===== src/rtl/demux_dataless_pkg.sv =====
// demux_dataless shared definitions.
// DEMUX_INDEX_CHECK_EN: stall on out-of-range index, add sticky index_err.
package demux_dataless_pkg;

  localparam int DEMUX_SELECT_DEFAULT = 2;

  // Narrowest index able to address size outputs
  function automatic int sel_width(input int size);
    return (size > 1) ? $clog2(size) : 1;
  endfunction

endpackage


===== src/rtl/demux_slot_dataless.sv =====
// demux_dataless single-token output slot.
// A draining slot may be refilled in the same cycle.
module demux_slot_dataless (
  input  logic clk,
  input  logic rst,
  input  logic load,
  output logic outs_valid,
  input  logic outs_ready,
  output logic free
);

  logic full;

  always_ff @(posedge clk or posedge rst) begin
    if (rst) begin
      full <= 1'b0;
    end else if (load) begin
      full <= 1'b1;
    end else if (outs_ready) begin
      full <= 1'b0;
    end
  end

  assign outs_valid = full;
  assign free       = ~full | outs_ready;

endmodule


===== src/rtl/demux_dataless.sv =====
// demux_dataless: joins a dataless token with an index, routes to a slot.
// DEMUX_INDEX_CHECK_EN: out-of-range index stalls and sets index_err.
module demux_dataless
  import demux_dataless_pkg::*;
#(
  parameter int SIZE        = 2,
  parameter int SELECT_TYPE = DEMUX_SELECT_DEFAULT
) (
  input  logic                   clk,
  input  logic                   rst,
  input  logic                   ins_valid,
  output logic                   ins_ready,
  input  logic [SELECT_TYPE-1:0] index,
  input  logic                   index_valid,
  output logic                   index_ready,
  output logic [SIZE-1:0]        outs_valid,
  input  logic [SIZE-1:0]        outs_ready
`ifdef DEMUX_INDEX_CHECK_EN
  ,
  output logic                   index_err
`endif
);

  localparam int NPAD = 2**SELECT_TYPE;

`ifdef DEMUX_INDEX_CHECK_EN
  localparam logic OOR_FREE = 1'b0;
`else
  localparam logic OOR_FREE = 1'b1;
`endif

  logic [SIZE-1:0] free;
  logic [SIZE-1:0] load;
  logic [NPAD-1:0] free_pad;
  logic            sel_free;
  logic            fire;

  // Unused index codes read as always-free (discard) or never-free (stall)
  for (genvar k = 0; k < NPAD; k++) begin : g_pad
    if (k < SIZE) begin : g_real
      assign free_pad[k] = free[k];
    end else begin : g_oor
      assign free_pad[k] = OOR_FREE;
    end
  end

  assign sel_free    = free_pad[index];
  assign ins_ready   = index_valid & sel_free;
  assign index_ready = ins_valid & sel_free;
  assign fire        = ins_valid & index_valid & sel_free;

  for (genvar k = 0; k < SIZE; k++) begin : g_slot
    assign load[k] = fire & (index == SELECT_TYPE'(k));

    demux_slot_dataless u_slot (
      .clk        (clk),
      .rst        (rst),
      .load       (load[k]),
      .outs_valid (outs_valid[k]),
      .outs_ready (outs_ready[k]),
      .free       (free[k])
    );
  end

`ifdef DEMUX_INDEX_CHECK_EN
  logic in_range;

  assign in_range = 32'(index) < SIZE;

  always_ff @(posedge clk or posedge rst) begin
    if (rst) begin
      index_err <= 1'b0;
    end else if (index_valid & ~in_range) begin
      index_err <= 1'b1;
    end
  end
`endif

endmodule

===== config.mk =====
export PLATFORM = sky130hd
export DESIGN_NAME = demux_dataless
export DESIGN_NICKNAME = d
export VERILOG_FILES = /design/src/rtl/demux_dataless_pkg.sv /design/src/rtl/demux_slot_dataless.sv /design/src/rtl/demux_dataless.sv
export SDC_FILE = /design/constraint.sdc
export NUM_CORES = 1
export LEC_CHECK = 0
export ABC_AREA = 0
export BUFFER_PORTS_ARGS = -buffer_cell sky130_fd_sc_hd__buf_4
export CAP_MARGIN = 20
export CORE_AREA = 2 2 39 41
export DETAILED_ROUTE_END_ITERATION = 8
export DIE_AREA = 0 0 41 43
export GPL_TIMING_DRIVEN = 0
export PLACE_DENSITY_LB_ADDON = 0.05
export SLEW_MARGIN = 20
export SYNTH_ARGS = -nofsm -noshare
export SYNTH_HDL_FRONTEND = slang
export SYNTH_SLANG_ARGS = --single-unit

===== constraint.sdc =====
create_clock -name clk -period 0.8 [get_ports clk]
set_clock_uncertainty 0.1 [all_clocks]
set_input_delay 0.04 -clock clk [delete_from_list [all_inputs] [get_ports clk]]
set_output_delay 0.04 -clock clk [all_outputs]
set_load 0.01 [all_outputs]

==> results.toml <==
[critical_path]
critical_path.endpoint_type = "primary output"
worstPathMaxFanout = 2
ff2ff_path_depth = 4
worst_ep_required_time_ns = 0.66
worst-setup-path-type = "flop to primary output"
worst-endpoint-arrival_ns = 1.09
startpoint_type = "flop"

[synth]
yosysWarnings = 0
post_synth_inst_count = 15
post_synth_num_cell_types = 8
postSynthRegisterBits = 2
syn_area_um2 = 141
synth.avg_cell_area_um2 = 9.43
ys_seq_area_share_pct = 35.4
synth_fp_nets = 23

[timing]
final.min_clock_period_ns = 1.23
finalHoldViolCount = 2
fin_setup_tns_ns = -1.61
final.setup.worst_slack_ns = -0.430
worst_hold_slack_ns = -0.0612
timing.slew.headroom_pct = 81.8
final_max_slew_viol_count = 0
maxClockFrequency_mhz = 813
tightestPinTransition_ns = 0.272
final_critical_path_share_of_the_clock_period_pct = 154
setup_violations = 5
grt_setup_unrepaired = "yes"

[floorplan]
vertical_die_dimension_um = 43
fp.dieArea_mm2 = 0.00176
initial_utilization_pct = 10.2
die-width_um = 41
floorplan.io_pins = 12
core_area_mm2 = 0.00138
placement_rows = 14

[global_route]
global_route.usage.total_pct = 6.63
grt_pass1_vias = 180
maximum_number_of_pins_on_one_net_before_global_route_repair = 5
wire_length_of_the_first_global_routing_pass_um = 696
grt_antenna_before_repair = 0
grt-ovfl-total = 0

[run_status]
outcome = "finished with violations"
failed_checks = "negative hold slack, negative setup slack"

[finish]
layout_common_cells = "13 x buf_4, 4 x inv_1, 3 x clkbuf_4"
area.sequential_um2 = 50.0
multiInputGateArea_um2 = 103
number_of_inserted_filler_cells_in_the_final_layout = 158
diodes = 0
area_delta_synth_final_pct = 141
number_of_flip_flops_in_the_largest_register = 2
final_core_utilization_pct = 24.6
fin_nets = 42
post_route_cells_drive_above_1_share_pct = 71.9
stdcell_count = 48
fin_area_um2 = 340
layout_commonest_cell = "buf_4"

[clock_network]
clockRootBuffer = "clkbuf_4"
clk_transition_reported_paths_ns = 0.03
post_cts_hold_buffer_count = 1
tritoncts.num_buffers = 3
htree_num_levels = 1
clock_latency_late_sink_ns = 0.22
cts_num_sinks = 2
cts_tree = "built"
cts_max_path_buffers = 2

[route]
wl_per_cell_um = 9.21
ant_nets = 0
drt_pre_antenna_iters = 1
drc = 0
first_iter_violations = 0
routed_wl_um = 442
viasPerCell = 3.54
via_count = 170

[placed_design]
postPlaceCellArea_um2 = 278
place_ws_ns = -0.204
dpl.cell_count = 42
portBuffers = 11
routabilityCongestion = 0.613

[power_and_ir_drop]
pwr_density_cell_mw_per_mm2 = 1330
power.static_leakage_nw = 0.167
design_power_total_uw = 452
power.ir.vdd_worst_uv = 325

[min_path]
min_path_cells = 2
timing.hold.worst.class = "input pin to flop"

[job]
maxcap_violations = 0
worst paths after layout:
kind                                        startpoint                          end  slack (ns)
max in group asynchronous                          rst  g_slot[0].u_slot.outs_valid        0.36
min reg2reg                g_slot[0].u_slot.outs_valid  g_slot[0].u_slot.outs_valid        0.46
max                        g_slot[1].u_slot.outs_valid                outs_valid[1]       -0.43
min in group asynchronous                          rst  g_slot[1].u_slot.outs_valid        0.13
min                                      outs_ready[1]  g_slot[1].u_slot.outs_valid       -0.06
max reg2reg                g_slot[1].u_slot.outs_valid  g_slot[1].u_slot.outs_valid       -0.16
power breakdown:
part | switching (mW) | internal [mW] | total, mW
registers | 0.00440 | 0.108 | 0.112
clock network | 0.0528 | 0.165 | 0.218
logic | 0.0452 | 0.0768 | 0.122
routing by layer:
layer  part of all wire [%]  global-route usage (%)  up-vias
li1                       -                       -       86
met1                     34                    7.07       79
met2                     60                    9.06        5
met3                    5.7                    3.14        0
met4                      0                    6.00        0
met5                      0                       0        -
synthesized netlist by cell type:
cell type / count / area (um2)
nor3b_1: 2 / 15.0
nor4b_2: 1 / 15.0
buf_4: 2 / 15.0
inv_1: 4 / 15.0
o32ai_1: 2 / 17.5
nor4bb_1: 1 / 10.0
dfrtp_1: 2 / 50.1
nand2_1: 1 / 3.75
critical path, cell delays in order, from the launching register on:
cell     delay, ns
dfrtp_1       0.38
buf_4         0.14
buf_6         0.10
buf_4         0.11
buf_4         0.13
cell families (layout without fill, tap and decap cells):
group	count (synthesis)	count (layout)	synth area share (%)
AO/OA/AOI/OAI	2	2	12.4
AND/OR/NAND/NOR	5	5	31.0
buffers and inverters	6	23	21.2
flip-flops	2	2	35.4
what timing repair did:
| action | 4_1_cts | 5_1_grt |
|---|---|---|
| cloned | 0 | 0 |
| pin swaps | 1 | 0 |
| setup buffers | 1 | 1 |
| resized for setup | 1 | 2 |
| setup endpoints to repair | 4 | 6 |
| hold endpoints to repair | 4 | 2 |
final cells by class:
cell class	instances	share of cell area (%)
clock buffers	3	6.62
flip-flops and latches	2	14.7
repair buffers	14	33.8
plain buffers	2	4.41
well taps	16	5.88
multi-input cells	7	30.1
inverters	4	4.41
No activity file was read; power rests on OpenSTA's default activity.
